$ cat src/rtl/store_buffer_pkg.sv
// rtl/store_buffer_pkg.sv - shared types and constants for the MEM-stage store buffer
package store_buffer_pkg;

  localparam int SB_DEPTH    = 4;
  localparam int WORD_ADDR_W = 30;

  typedef struct packed {
    logic [WORD_ADDR_W-1:0] word_addr;
    logic [31:0]            data;
  } sb_entry_t;

endpackage

$ cat src/rtl/store_buffer_match.sv
// rtl/store_buffer_match.sv - youngest-match lookup over the buffered stores
module store_buffer_match
  import store_buffer_pkg::*;
#(
  parameter int DEPTH = SB_DEPTH,
  parameter int PTR_W = $clog2(DEPTH)
) (
  input  logic [DEPTH-1:0]       valid,
  input  sb_entry_t              entries [DEPTH],
  input  logic [PTR_W-1:0]       tail,
  input  logic [WORD_ADDR_W-1:0] lookup_addr,
  output logic                   hit,
  output logic [PTR_W-1:0]       hit_idx
);

  logic [PTR_W-1:0] idx;

  // Walk from tail-1 back toward the oldest slot; the first match is the youngest store.
  always_comb begin
    hit     = 1'b0;
    hit_idx = '0;
    idx     = '0;
    for (int k = 1; k <= DEPTH; k++) begin
      idx = tail - PTR_W'(k);
      if (!hit && valid[idx] && (entries[idx].word_addr == lookup_addr)) begin
        hit     = 1'b1;
        hit_idx = idx;
      end
    end
  end

endmodule

$ cat src/rtl/store_buffer.sv
// rtl/store_buffer.sv - posted-write store buffer with load forwarding and drain arbitration
// Optional macro STORE_BUF_FWD_EN: forward load hits from the buffer instead of stalling them.
module store_buffer
  import store_buffer_pkg::*;
#(
  parameter int DEPTH = SB_DEPTH,
  parameter int PTR_W = $clog2(DEPTH)
) (
  input  logic        clk_i,
  input  logic        rst_i,
  input  logic        MemWrite_i,
  input  logic        MemRead_i,
  input  logic [31:0] addr_i,
  input  logic [31:0] data_i,
  output logic [31:0] data_o,
  output logic        stall_o,
  output logic        empty_o,
  output logic        mem_write_o,
  output logic        mem_read_o,
  output logic [31:0] mem_addr_o,
  output logic [31:0] mem_data_o,
  input  logic [31:0] mem_data_i
);

  sb_entry_t        entries [DEPTH];
  logic [PTR_W-1:0] head;
  logic [PTR_W-1:0] tail;
  logic [PTR_W:0]   count;

  logic [DEPTH-1:0] valid;
  logic [PTR_W-1:0] off;
  logic             hit;
  logic [PTR_W-1:0] hit_idx;

  logic req_rd, req_wr, full;
  logic load_hit, load_miss, fwd, load_stall;
  logic do_enq, do_drain;
  logic unused_bits;

  always_comb begin
    valid = '0;
    off   = '0;
    for (int i = 0; i < DEPTH; i++) begin
      off      = PTR_W'(i) - head;
      valid[i] = ({1'b0, off} < count);
    end
  end

  store_buffer_match #(.DEPTH(DEPTH), .PTR_W(PTR_W)) u_match (
    .valid       (valid),
    .entries     (entries),
    .tail        (tail),
    .lookup_addr (addr_i[31:2]),
    .hit         (hit),
    .hit_idx     (hit_idx)
  );

  // Requests are masked during reset so every output sits at its idle value.
  assign req_rd    = MemRead_i & rst_i;
  assign req_wr    = MemWrite_i & rst_i;
  assign full      = (count == (PTR_W+1)'(DEPTH));
  assign load_hit  = req_rd & hit;
  assign load_miss = req_rd & ~hit;

`ifdef STORE_BUF_FWD_EN
  assign fwd         = load_hit;
  assign load_stall  = 1'b0;
  assign unused_bits = ^addr_i[1:0];
`else
  assign fwd         = 1'b0;
  assign load_stall  = load_hit;
  assign unused_bits = ^{addr_i[1:0], hit_idx};
`endif

  assign stall_o  = load_stall | (req_wr & full);
  assign do_enq   = req_wr & ~full;
  assign do_drain = (count != '0) & ~load_miss;
  assign empty_o  = (count == '0);

  always_comb begin
    data_o = '0;
    if (fwd)            data_o = entries[hit_idx].data;
    else if (load_miss) data_o = mem_data_i;
  end

  always_comb begin
    mem_read_o  = 1'b0;
    mem_write_o = 1'b0;
    mem_addr_o  = '0;
    mem_data_o  = '0;
    if (load_miss) begin
      mem_read_o = 1'b1;
      mem_addr_o = {addr_i[31:2], 2'b00};
    end else if (do_drain) begin
      mem_write_o = 1'b1;
      mem_addr_o  = {entries[head].word_addr, 2'b00};
      mem_data_o  = entries[head].data;
    end
  end

  always_ff @(posedge clk_i or negedge rst_i) begin
    if (!rst_i) begin
      head  <= '0;
      tail  <= '0;
      count <= '0;
      for (int i = 0; i < DEPTH; i++) entries[i] <= '0;
    end else begin
      if (do_enq) begin
        entries[tail] <= '{word_addr: addr_i[31:2], data: data_i};
        tail          <= tail + 1'b1;
      end
      if (do_drain) head <= head + 1'b1;
      count <= count + (PTR_W+1)'(do_enq) - (PTR_W+1)'(do_drain);
    end
  end

endmodule

$ cat config.mk
export PLATFORM = sky130hd
export DESIGN_NAME = store_buffer
export DESIGN_NICKNAME = d
export VERILOG_FILES = /design/src/rtl/store_buffer_pkg.sv /design/src/rtl/store_buffer_match.sv /design/src/rtl/store_buffer.sv
export SDC_FILE = /design/constraint.sdc
export NUM_CORES = 1
export LEC_CHECK = 0
export CAP_MARGIN = 10
export CELL_PAD_IN_SITES_DETAIL_PLACEMENT = 1
export CELL_PAD_IN_SITES_GLOBAL_PLACEMENT = 1
export CORE_MARGIN = 2
export CORE_UTILIZATION = 30
export DETAILED_ROUTE_END_ITERATION = 10
export GPL_TIMING_DRIVEN = 0
export PLACE_DENSITY = 0.53
export SETUP_SLACK_MARGIN = 0.5
export SYNTH_ARGS = -nofsm -noshare
export SYNTH_HDL_FRONTEND = slang
export SYNTH_SLANG_ARGS = --single-unit
$ cat constraint.sdc
create_clock -name clk_i -period 5.6 [get_ports clk_i]
set_input_delay 1.12 -clock clk_i [delete_from_list [all_inputs] [get_ports clk_i]]
set_output_delay 1.12 -clock clk_i [all_outputs]
set_load 0.01 [all_outputs]
==> results of run 1 <==
==> cell usage after synthesis (all sizes together) (4+ instances only) <==
master  count
nor4        8
nand2     171
and2       32
dfrtp     255
inv        38
nor2b      34
nand3      12
nand4      17
buf        42
clkbuf     65
mux2      129
nor3        4
ha          9
xor2        5
a21oi       4
nor2       13
o21ai     123
mux2i      80
mux4      139
xnor2     140
==> cell type report <==
| cell class | count | area [um2] | area share (%) |
|---|---|---|---|
| multi-input cells | 953 | 9780 | 45.2 |
| flip-flops and latches | 255 | 6380 | 29.5 |
| repair buffers | 250 | 2480 | 11.5 |
| clock buffers | 48 | 983 | 4.55 |
| well taps | 688 | 861 | 3.98 |
| plain buffers | 107 | 846 | 3.91 |
| inverters | 40 | 166 | 0.770 |
| clock inverters | 7 | 116 | 0.538 |
==> flip-flops by register name (all words and copies together), names as in the netlist <==
signal,cells
entries,248
tail,2
count,3
head,2
==> layer usage <==
layer | GRT usage, % | share of wire (%)
met3 | 3.73 | 5.7
met1 | 28.7 | 42
met4 | 6.87 | 3.1
met2 | 36.8 | 49
met5 | 0 | 0.052
==> path summary, 6_finish.rpt <==
path                                             to                    start  slack (ps)
setup / recovery                      mem_addr_o[6]      tail[1]$_DFFE_PN0P_        -240
hold / removal              entries[46]$_DFFE_PN0P_                    rst_i         490
setup reg to reg                 count[2]$_DFF_PN0_      tail[1]$_DFFE_PN0P_         710
hold reg to reg             entries[93]$_DFFE_PN0P_  entries[93]$_DFFE_PN0P_         500
max in group asynchronous  entries[207]$_DFFE_PN0P_                    rst_i        4150
min in group clk_i          entries[93]$_DFFE_PN0P_  entries[93]$_DFFE_PN0P_         500
==> stage by stage <==
step / setup WS [ps] / cell area [um2]
2_1_floorplan: 528 / 16100
3_3_place_gp: -9920 / 18800
3_5_place_dp: -2170 / 18900
4_1_cts: -183 / 20800
5_1_grt: -307 / 21600
6_report: -242 / 21600
==> timing repair <==
action / in CTS / in global routing
gates cloned: 5 / 6
setup buffers: 30 / 22
resized for setup: 487 / 237
endpoints found under the setup margin: 102 / 97
pin swaps: 22 / 43
hold endpoints to repair: 0 / 0
==> kinds of logic (layout without fill, tap and decap cells) <==
logic type	Yosys count	after routing	synth area share, %
AO/OA/AOI/OAI	149	150	5.22
XOR/XNOR	145	145	7.88
adder cells (fa/ha/maj)	10	10	0.823
buffers and inverters	147	452	4.31
flip-flops	255	255	39.6
multiplexers	348	348	33.4
other	1	2	0.0233
AND/OR/NAND/NOR	298	298	8.71
==> power breakdown <==
part	switching, mW	total, mW	internal (mW)
combinational	4.39	9.23	4.85
clock	0.873	2.19	1.32
sequential	0.843	3.57	2.73
==> results.toml, run 1 <==
[run_status]
status = "complete, but fails checks"
violations = "negative setup slack"

[clocking]
cts_tree = "built"
clk_path_buf_depth = 3
cts_hold_buf = 0
clk_pin_slew_ps = 60
cts.sinks = 255
cts_buffers = 34
worstSkewPairLatency_ps = 560
cts-htree-levels = 2
cts-root-buf = "clkbuf_16"

[cells_and_area]
final_nets = 1751
layout_common_cells = "dfrtp_1 (255), nand2_1 (171), mux4_2 (139)"
layout-drive-gt1-share_pct = 38.0
area_delta_synth_final_pct = 34.1
fin_cells = 2348
fillers = 5625
antennaDiodeCount = 0
final_util_pct = 40.9
layout_commonest_cell = "dfrtp_1"

[die]
ios = 200
dieWidth_um = 236
die_h_um = 236
rows = 84
start_util_pct = 30.5
core_mm2 = 0.0529
die-area_mm2 = 0.0556

[min_path]
holdCritPathClass = "in2async"

[power_and_ir_drop]
ir_drop_mv = 0.291
power_leakage_nw = 9.06
p_per_area_mw_per_mm2 = 694
fin_total_pwr_mw = 15.0

[route]
post_drt_wl_per_cell_um = 26.0
finalWirelength_mm = 61.2
vias_per_cell = 5.35
drt_iter0_markers = 756
ant_nets = 0
dr.pass1.iters = 5
drc = 0
vias = 12600

[yosys]
syn_avg_cell_area_um2 = 11.9
netlist.area_leader.share_pct = 39.6
synth_area_mm2 = 0.0161
async_flop_share_pct = 100
synthCells = 1353
synth_top_area_cell = "dfrtp_1"
synth_edf_count = 0
synthTopCellsByArea = "dfrtp_1 (40%), mux4_2 (19%), mux2_2 (9.0%)"
ys.flop_type = "dfrtp_1"
ys_seq_elements = 255
yosysSeqAreaShare_pct = 39.6
synthDistinctLibCells = 48
synth_warnings = 0

[critical_path]
slowest_stage = "dfrtp_1"
slowest_delay_ps = 380
cp_data_required_time_ps = 4480
worst-path-max-fanout = 7
worst_setup_path_end_kind = "output port"
cpMostUsedCell = "buf_12"
crit_family = "buffers and inverters"
worstSetupPathDepth = 22
cp_cell_sequence = "buf_6 > buf_12 > clkinvlp_4 > buf_12 > ha_4 > buf_12 > clkbuf_16 > buf_12 > buf_6 > mux4_2 > xnor2_1 > nand4_1 > a2111oi_4 > o2111ai_2 > o31ai_4 > buf_12 > buf_6 > nor3_4 > buf_12 > buf_12 > mux2i_4 > buf_2"
crit_type = "reg2out"
crit_path_start_kind = "flop"
worstRegToRegCells = 25
path_buf_inv = 13
crit_arrival_ps = 4720

[placed_design]
place_congestion = 0.891
dp_hpwl_mm = 42.7
io_buffers = 186
place_inst = 2230

[timing]
hold_ws_ps = 489
fin_tns_setup_ps = -11070
fmaxAchievable_mhz = 171
slew_headroom_pct = 29.0
setup_ws_ps = -242
fin_crit_ps = 5840
timing.final.max_slew_violations = 0
worstMarginPinSlew_ps = 1060
rsz0062_at_grt = "true"
setup_viol = 92
finClkSkew_ps = 21.8
finalCritPeriodShare_pct = 104
hold_viol = 0

[grt]
grt_pass1_wl_mm = 90.3
grt_max_degree = 109
grtUsageTotal_pct = 21.9
grt_pass1_vias = 13300
grt_antenna_before_repair = 3
grt.overflow.total = 0

[job]
drv_cap = 0
Note: power is estimated with default switching activity, not from simulation.
==> inputs of run 2 (changes only) <==
Settings changed: CORE_MARGIN 2 to 8, GPL_TIMING_DRIVEN 0 to 1.
Clock period 5.6 ns to 5.5 ns, I/O delays scaled along.
==> results.toml, run 2 (synthesis results as in run 1) <==
[critical_path]
worst-path-max-fanout = 9
crit_path_start_kind = "flop"
worstRegToRegCells = 22
r2r_slack_ps = 990
timing.rr.end = "count[2]$_DFF_PN0_"
crit_arrival_ps = 4360
r2r-start = "tail[1]$_DFFE_PN0P_"
cp_data_required_time_ps = 4400
crit_type = "reg2out"
worst_setup_path_end_kind = "output port"

[route]
vias_per_cell = 5.12
dr.pass1.iters = 7
finalWirelength_mm = 57.7
vias = 12300
ant_nets = 0
post_drt_wl_per_cell_um = 24.1
drc = 0
drt_iter0_markers = 696

[timing]
finClkSkew_ps = 28.5
setup_ws_ps = 43.0
fin_tns_setup_ps = 0
worstMarginPinSlew_ps = 1080
hold_ws_ps = 502
hold_viol = 0
fin_crit_ps = 5460
setup_viol = 0
rsz0062_at_grt = "true"
slew_headroom_pct = 28.0
timing.final.max_slew_violations = 0
fmaxAchievable_mhz = 183
finalCritPeriodShare_pct = 99.2

[die]
dieWidth_um = 248
start_util_pct = 30.1
core_mm2 = 0.0535
ios = 200
die_h_um = 248
rows = 85
die-area_mm2 = 0.0614

[clocking]
worstSkewPairLatency_ps = 570
cts.sinks = 255
clk_path_buf_depth = 3
cts-htree-levels = 2
cts_buffers = 34
clk_pin_slew_ps = 60
cts_tree = "built"
cts-root-buf = "clkbuf_16"

[placed_design]
place_area_mm2 = 0.0197
place_congestion = 0.864
dp_hpwl_mm = 36.7
io_buffers = 195
dp_slack_ps = -106
place_inst = 2278

[power_and_ir_drop]
combPwrFrac_pct = 61.2
power_leakage_nw = 9.58
pwr-share-clk_pct = 15.5
ir_drop_mv = 0.340
fin_total_pwr_mw = 15.6
internal-power_mw = 9.59
p_sw_share_pct = 38.4
p_per_area_mw_per_mm2 = 697
p_seq_share_pct = 23.3
switchingPower_mw = 5.98

[cells_and_area]
layout_commonest_cell = "dfrtp_1"
final_nets = 1788
reg_top3 = "entries (248), count (3)"
final_util_pct = 41.8
largest_reg_flops = 248
layout_common_cells = "dfrtp_1 (252), nand2_1 (167), mux4_2 (139)"
ff_latch_area_mm2 = 0.00639
fin_cells = 2400
area_delta_synth_final_pct = 38.6
final_area_mm2 = 0.0223
fillers = 5603
regMostFlops = "entries"
multi_input_area_mm2 = 0.00963
layout-drive-gt1-share_pct = 42.2

[min_path]
holdPathEnd = "entries[76]$_DFFE_PN0P_"
hold_depth = 1
holdCritPathClass = "reg2reg"
min-delay-start = "entries[76]$_DFFE_PN0P_"

[grt]
grtUsageTotal_pct = 18.9
grt_antenna_before_repair = 5
grt.overflow.total = 0
grt_pass1_vias = 13500
grt_pass1_wl_mm = 87.4
grt_max_degree = 137

[job]
drv_cap = 0

[run_status]
status = "completed"
[run 2: final cells by class]
class | instances | share of cell area, %
Antenna cell | 1 | 0.0112
Clock buffer | 47 | 4.34
Clock inverter | 14 | 1.08
Inverter | 40 | 0.695
Multi-Input combinational cell | 952 | 43.1
Sequential cell | 255 | 28.6
Tap cell | 696 | 3.90
Timing Repair Buffer | 395 | 18.2
[run 2: worst max-delay path, stage by stage (launching register included)]
cell	delay, ps
dfrtp_1	420
inv_1	110
ha_4	310
buf_12	120
buf_12	140
buf_16	140
mux4_2	330
xnor2_2	220
nand4_1	240
a2111oi_2	380
o2111ai_2	180
o31ai_2	90
buf_4	200
nor3_4	60
buf_6	130
buf_12	160
clkbuf_16	180
and2_1	150
clkdlybuf4s15_2	220
[run 2: power by group through the flow]
stage,Sequential [mW],Combinational [mW],Clock (mW)
after global placement,3.57,8.21,0
after global routing,3.78,10.2,2.56
after detailed placement,3.64,8.31,0
after floorplan,3.32,5.42,0
after CTS,3.62,9.32,2.50
final,3.63,9.52,2.41
[run 2: how the worst max path moves through the flow]
stage | start | to | depth (start not counted)
after global placement | addr_i[24] | mem_addr_o[10] | 13
after detailed placement | addr_i[24] | mem_addr_o[22] | 14
final | tail[1]$_DFFE_PN0P_ | data_o[17] | 18
after floorplan | tail[0]$_DFFE_PN0P_ | mem_addr_o[10] | 17
after global routing | tail[0]$_DFFE_PN0P_ | data_o[16] | 19
after CTS | tail[0]$_DFFE_PN0P_ | mem_addr_o[2] | 18
[run 2: per-layer routing]
| metal | global-route usage (%) | routed length [um] | vias up |
|---|---|---|---|
| li1 | - | - | 5538 |
| met3 | 3.94 | 2980 | 90 |
| met2 | 31.9 | 28600 | 281 |
| met5 | 0 | 41 | - |
| met4 | 5.68 | 1540 | 6 |
| met1 | 24.2 | 24500 | 6371 |
[run 2: timing repair]
item,CTS,global route
setup endpoints to repair,97,97
resized for setup,391,197
pin swaps,22,18
setup buffers,32,11
hold buffers,0,0
gates cloned,12,5
